==> config.mk <==
export PLATFORM = sky130hd
export DESIGN_NAME = fifo_alu_sequencer_flat
export DESIGN_NICKNAME = d
export VERILOG_FILES = /design/src/rtl/fifo_alu_sequencer_if.sv /design/src/rtl/fifo_alu_sequencer.sv /design/src/flat_wrapper.sv
export SDC_FILE = /design/constraint.sdc
export NUM_CORES = 1
export LEC_CHECK = 0
export CAP_MARGIN = 0
export CORE_MARGIN = 2
export CORE_UTILIZATION = 47
export DETAILED_ROUTE_END_ITERATION = 10
export PLACE_DENSITY = 0.79
export SLEW_MARGIN = 25
export SYNTH_ARGS = -nofsm -noshare
export SYNTH_HDL_FRONTEND = slang
export SYNTH_SLANG_ARGS = --single-unit
==> constraint.sdc <==
create_clock -name i_clk -period 2.1 [get_ports i_clk]
set_clock_uncertainty 0.15 [all_clocks]
set_input_delay 0.42 -clock i_clk [delete_from_list [all_inputs] [get_ports i_clk]]
set_output_delay 0.42 -clock i_clk [all_outputs]
set_load 0.05 [all_outputs]
==> src/rtl/fifo_alu_sequencer_if.sv <==
// RX-FIFO read port, TX-FIFO write port and ALU operand/result bundle seen by
// the sequencer; master is the sequencer side, slave is the FIFO/ALU side.
interface fifo_alu_sequencer_if #(
  parameter int B    = 8,
  parameter int OP_W = 6
);
  logic            i_rx_empty;
  logic [B-1:0]    i_rx_data;
  logic            o_rx_rd;
  logic            i_tx_full;
  logic            o_tx_wr;
  logic [B-1:0]    o_tx_data;
  logic [B-1:0]    o_alu_a;
  logic [B-1:0]    o_alu_b;
  logic [OP_W-1:0] o_alu_op;
  logic [B-1:0]    i_alu_result;
  logic            o_busy;
  logic            o_timeout;

  modport master (
    input  i_rx_empty, i_rx_data, i_tx_full, i_alu_result,
    output o_rx_rd, o_tx_wr, o_tx_data, o_alu_a, o_alu_b, o_alu_op, o_busy, o_timeout
  );

  modport slave (
    output i_rx_empty, i_rx_data, i_tx_full, i_alu_result,
    input  o_rx_rd, o_tx_wr, o_tx_data, o_alu_a, o_alu_b, o_alu_op, o_busy, o_timeout
  );
endinterface

==> src/rtl/fifo_alu_sequencer.sv <==
// Pops A, B, OP from the RX FIFO, gives the ALU one cycle, pushes the result to
// the TX FIFO. Partial frames are dropped after TIMEOUT empty cycles.
module fifo_alu_sequencer #(
  parameter int B       = 8,
  parameter int OP_W    = 6,
  parameter int TIMEOUT = 1000
) (
  input logic                  i_clk,
  input logic                  i_reset,
  fifo_alu_sequencer_if.master bus
);
  localparam int            CW     = $clog2(TIMEOUT);
  localparam logic [CW-1:0] TO_MAX = CW'(TIMEOUT - 1);

  typedef enum logic [2:0] {GET_A, GET_B, GET_OP, EXEC, PUSH} state_t;

  state_t          state;
  logic [CW-1:0]   cnt;
  logic [B-1:0]    a_q, b_q, res_q;
  logic [OP_W-1:0] op_q;
  logic            to_q;
  logic            in_get, rx_rd, tx_wr, to_hit;

  assign in_get = (state == GET_A) || (state == GET_B) || (state == GET_OP);
  assign rx_rd  = in_get && !bus.i_rx_empty && !i_reset;
  assign tx_wr  = (state == PUSH) && !bus.i_tx_full && !i_reset;
  // Only the B/OP waits can time out; a word present on the last cycle wins.
  assign to_hit = ((state == GET_B) || (state == GET_OP)) && bus.i_rx_empty && (cnt == TO_MAX);

  always_ff @(posedge i_clk) begin
    if (i_reset) begin
      state <= GET_A;
      cnt   <= '0;
      a_q   <= '0;
      b_q   <= '0;
      op_q  <= '0;
      res_q <= '0;
      to_q  <= 1'b0;
    end else begin
      to_q <= to_hit;
      case (state)
        GET_A: if (rx_rd) begin
          a_q   <= bus.i_rx_data;
          cnt   <= '0;
          state <= GET_B;
        end
        GET_B: if (rx_rd) begin
          b_q   <= bus.i_rx_data;
          cnt   <= '0;
          state <= GET_OP;
        end else if (to_hit) begin
          cnt   <= '0;
          state <= GET_A;
        end else begin
          cnt <= cnt + 1'b1;
        end
        GET_OP: if (rx_rd) begin
          op_q  <= bus.i_rx_data[OP_W-1:0];
          cnt   <= '0;
          state <= EXEC;
        end else if (to_hit) begin
          cnt   <= '0;
          state <= GET_A;
        end else begin
          cnt <= cnt + 1'b1;
        end
        EXEC: begin
          res_q <= bus.i_alu_result;
          state <= PUSH;
        end
        PUSH: if (tx_wr) state <= GET_A;
        default: state <= GET_A;
      endcase
    end
  end

  assign bus.o_rx_rd   = rx_rd;
  assign bus.o_tx_wr   = tx_wr;
  assign bus.o_tx_data = res_q;
  assign bus.o_alu_a   = a_q;
  assign bus.o_alu_b   = b_q;
  assign bus.o_alu_op  = op_q;
  assign bus.o_busy    = (state != GET_A);
  assign bus.o_timeout = to_q;
endmodule

==> src/flat_wrapper.sv <==
// flat-port wrapper written by rule: the top's interface ports become plain ports
module fifo_alu_sequencer_flat 
#(
  parameter int B       = 8,
  parameter int OP_W    = 6,
  parameter int TIMEOUT = 1000
)
  (i_clk, i_reset, bus_i_rx_empty, bus_i_rx_data, bus_i_tx_full, bus_i_alu_result, bus_o_rx_rd, bus_o_tx_wr, bus_o_tx_data, bus_o_alu_a, bus_o_alu_b, bus_o_alu_op, bus_o_busy, bus_o_timeout);
  fifo_alu_sequencer_if #(.B(B), .OP_W(OP_W)) bus_i ();
  input logic i_clk;
  input logic i_reset;
  input wire logic [$bits(bus_i.i_rx_empty)-1:0] bus_i_rx_empty;
  input wire logic [$bits(bus_i.i_rx_data)-1:0] bus_i_rx_data;
  input wire logic [$bits(bus_i.i_tx_full)-1:0] bus_i_tx_full;
  input wire logic [$bits(bus_i.i_alu_result)-1:0] bus_i_alu_result;
  output wire logic [$bits(bus_i.o_rx_rd)-1:0] bus_o_rx_rd;
  output wire logic [$bits(bus_i.o_tx_wr)-1:0] bus_o_tx_wr;
  output wire logic [$bits(bus_i.o_tx_data)-1:0] bus_o_tx_data;
  output wire logic [$bits(bus_i.o_alu_a)-1:0] bus_o_alu_a;
  output wire logic [$bits(bus_i.o_alu_b)-1:0] bus_o_alu_b;
  output wire logic [$bits(bus_i.o_alu_op)-1:0] bus_o_alu_op;
  output wire logic [$bits(bus_i.o_busy)-1:0] bus_o_busy;
  output wire logic [$bits(bus_i.o_timeout)-1:0] bus_o_timeout;
  assign bus_i.i_rx_empty = bus_i_rx_empty;
  assign bus_i.i_rx_data = bus_i_rx_data;
  assign bus_i.i_tx_full = bus_i_tx_full;
  assign bus_i.i_alu_result = bus_i_alu_result;
  assign bus_o_rx_rd = bus_i.o_rx_rd;
  assign bus_o_tx_wr = bus_i.o_tx_wr;
  assign bus_o_tx_data = bus_i.o_tx_data;
  assign bus_o_alu_a = bus_i.o_alu_a;
  assign bus_o_alu_b = bus_i.o_alu_b;
  assign bus_o_alu_op = bus_i.o_alu_op;
  assign bus_o_busy = bus_i.o_busy;
  assign bus_o_timeout = bus_i.o_timeout;
  fifo_alu_sequencer #(.B(B), .OP_W(OP_W), .TIMEOUT(TIMEOUT)) u_core (.i_clk(i_clk), .i_reset(i_reset), .bus(bus_i));
endmodule
==> impl_metrics.json <==
{
  "finalSetupViolCount": 0,
  "synthArstFlopShare_pct": 0,
  "start_kind": "flip-flop",
  "synthAdderAreaFrac_pct": 0.672,
  "h-tree-depth": 2,
  "clock_latency_ns": 0.29,
  "max-clock-path-buffers": 2,
  "slowest_delay_ns": 0.82,
  "period_minus_slack_ns": 2.03,
  "cts_hold_buffers": 0,
  "status": "finished clean",
  "gr-total-overflow": 0,
  "coreArea_um2": 3740,
  "initial_core_util_pct": 49.8,
  "gp_congestion": 0.861,
  "cp_max_fo": 2,
  "grt_first_pass_wirelength_um": 7180,
  "synth_top_family_by_area": "simple AND/OR/NAND/NOR gates",
  "cts_tree": "yes",
  "antenna_found_initial": 0,
  "setup_tns_ns": 0,
  "synth-seq-cells": 44,
  "io_pins": 54,
  "synth-simple-area-share_pct": 29.2,
  "yosysTopAreaCellShare_pct": 47.3,
  "rsz0062_at_grt": "yes",
  "endpoint_kind": "output pin",
  "drt-total-wl_um": 4330,
  "layout_setup_ws_ns": 0.0711,
  "syn-num-nets": 239,
  "hold_viol_final": 0,
  "place_ws_ns": -0.125,
  "synthTopCellsByArea": "dfxtp_1 (47%), nand3b_1 (9.7%), nand2_1 (7.5%)",
  "clock_sinks": 44,
  "drt_pass1_iterations": 4,
  "maxCapViolCount": 0,
  "synth_mux_area_share_pct": 0,
  "final_cells": 326,
  "ys_seq_area_share_pct": 47.3,
  "ys_warn_count": 0,
  "relSlewSlack_pct": 63.4,
  "required_ns": 1.53,
  "synth_area_per_cell_um2": 8.55,
  "path_cells": "clkdlybuf4s50_1",
  "cts_buffers": 5,
  "synthFlopType": "dfxtp_1",
  "synth.most_common_cell": "dfxtp_1",
  "synth-compound-area-share_pct": 17.5,
  "slowest_stage": "clkdlybuf4s50_1",
  "r2r_cells": 5,
  "cts-root-buf": "clkbuf_8",
  "port_buffers": 53,
  "tightestPinTransition_ns": 0.547,
  "num_rows": 22,
  "final_layout_size_suffix_gt1_share_pct": 12.2,
  "hold_class": "reg2reg",
  "synth_xor_area_share_pct": 0.470,
  "synth_top_cell_by_area": "dfxtp_1",
  "via_count": 1708,
  "path_buf_inv": 1,
  "fmax_mhz": 493,
  "fin_crit_sh_pct": 96.6,
  "critPathKind": "reg2out",
  "drc": 0,
  "min_path_cells": 2,
  "die_y_um": 67.0,
  "arrival_ns": 1.46,
  "die_area_um2": 4480,
  "grtUsageTotal_pct": 21.2,
  "via_per_inst": 5.24,
  "grt_max_degree": 24,
  "die_width_um": 67.0,
  "slew_violations": 0,
  "synthTopCellsByCount": "dfxtp_1 (44), nand2_1 (37), nand3b_1 (24)",
  "synth_edf_count": 0,
  "antenna_cells": 0,
  "power.density_nw_per_um2": 664,
  "grt_pass1_vias": 1582,
  "place_inst": 319,
  "dp.final_hpwl_um": 3110,
  "cpLargestDelayFamily": "buffers and inverters",
  "synthesis.area_um2": 1860,
  "cp.depth": 1,
  "drt_iter0_markers": 98,
  "nets": 300,
  "clk_pin_slew_ns": 0.07,
  "fill_cells": 303,
  "synthCells": 218,
  "area_growth_syn_to_layout_pct": 42.9,
  "postRouteAntennaNets": 0,
  "ir_drop_mv": 0.511,
  "synth_cell_types": 35,
  "final_core_util_pct": 71.1,
  "wire_per_inst_um": 13.3,
  "p_leak_nw": 0.947
}
where the power goes:
group	switching, mW	internal [mW]	total [mW]
sequential	0.0201	0.857	0.878
clock	0.267	0.341	0.608
combinational	0.159	0.123	0.282
total	0.445	1.32	1.77
path summary, 6_finish.rpt:
kind	start	end	slack, ns
min reg2reg	u_core.bus.o_tx_data[1]	u_core.bus.o_tx_data[1]	0.30
max reg2reg	u_core.state[0]	u_core.cnt[8]	0.08
min	u_core.bus.o_tx_data[1]	u_core.bus.o_tx_data[1]	0.30
max	u_core.bus.o_alu_a[2]	bus_o_alu_a[2]	0.07
sequential cells by signal (all words and copies together), names as in the netlist:
| signal | count |
|---|---|
| u_core.bus.o_alu_b | 8 |
| u_core.state | 3 |
| u_core.bus.o_alu_op | 6 |
| u_core.bus.o_timeout | 1 |
| u_core.bus.o_tx_data | 8 |
| u_core.bus.o_alu_a | 8 |
| u_core.cnt | 10 |
layout by cell type (no fill, tap or decap), types with 5 or more instances in the layout:
master	Yosys	final
inv_1	8	8
nand2_1	37	37
buf_4	0	12
nor2_1	6	5
nand3b_1	24	24
o21ai_0	23	23
clkdlybuf4s50_1	0	48
a21oi_1	15	15
dfxtp_1	44	43
clkbuf_8	0	5
final cells by class:
class | instances | area (um2) | share of cell area (%)
clock buffers | 5 | 68.8 | 2.58
clock inverters | 1 | 30.0 | 1.13
inverters | 8 | 30.0 | 1.13
multi-input cells | 153 | 917 | 34.4
flip-flops and latches | 44 | 882 | 33.1
well taps | 48 | 60.1 | 2.26
repair buffers | 67 | 674 | 25.3
through the flow:
step / hold slack [ns] / total power [mW] / cell area [um2]
2_1_floorplan: 0.315 / 1.05 / 1880
3_3_place_gp: 0.291 / 1.17 / 2540
3_5_place_dp: 0.296 / 1.17 / 2540
4_1_cts: 0.306 / 1.78 / 2660
5_1_grt: 0.323 / 1.83 / 2660
6_report: 0.305 / 1.77 / 2660
per-layer routing:
metal  part of all wire, %  GRT usage (%)  vias to the layer above
li1                      -              -                      885
met1                    46           26.8                      772
met2                    47           34.0                       49
met3                   6.9           5.91                        2
met4                  0.48           8.42                        0
met5                     0              0                        -
cell families after synthesis:
| logic type | after synthesis |
|---|---|
| fa+ha+maj | 1 |
| flops | 44 |
| xor+xnor | 1 |
| compound gates | 54 |
| simple gates | 97 |
| buf+inv | 21 |
repair_timing:
action,in CTS,in global routing
endpoints found under the hold margin,0,0
setup endpoints to repair,2,2
pin swaps,1,0
buffers inserted,1,0
resized for setup,4,3
Note: power is estimated with default switching activity, not from simulation.
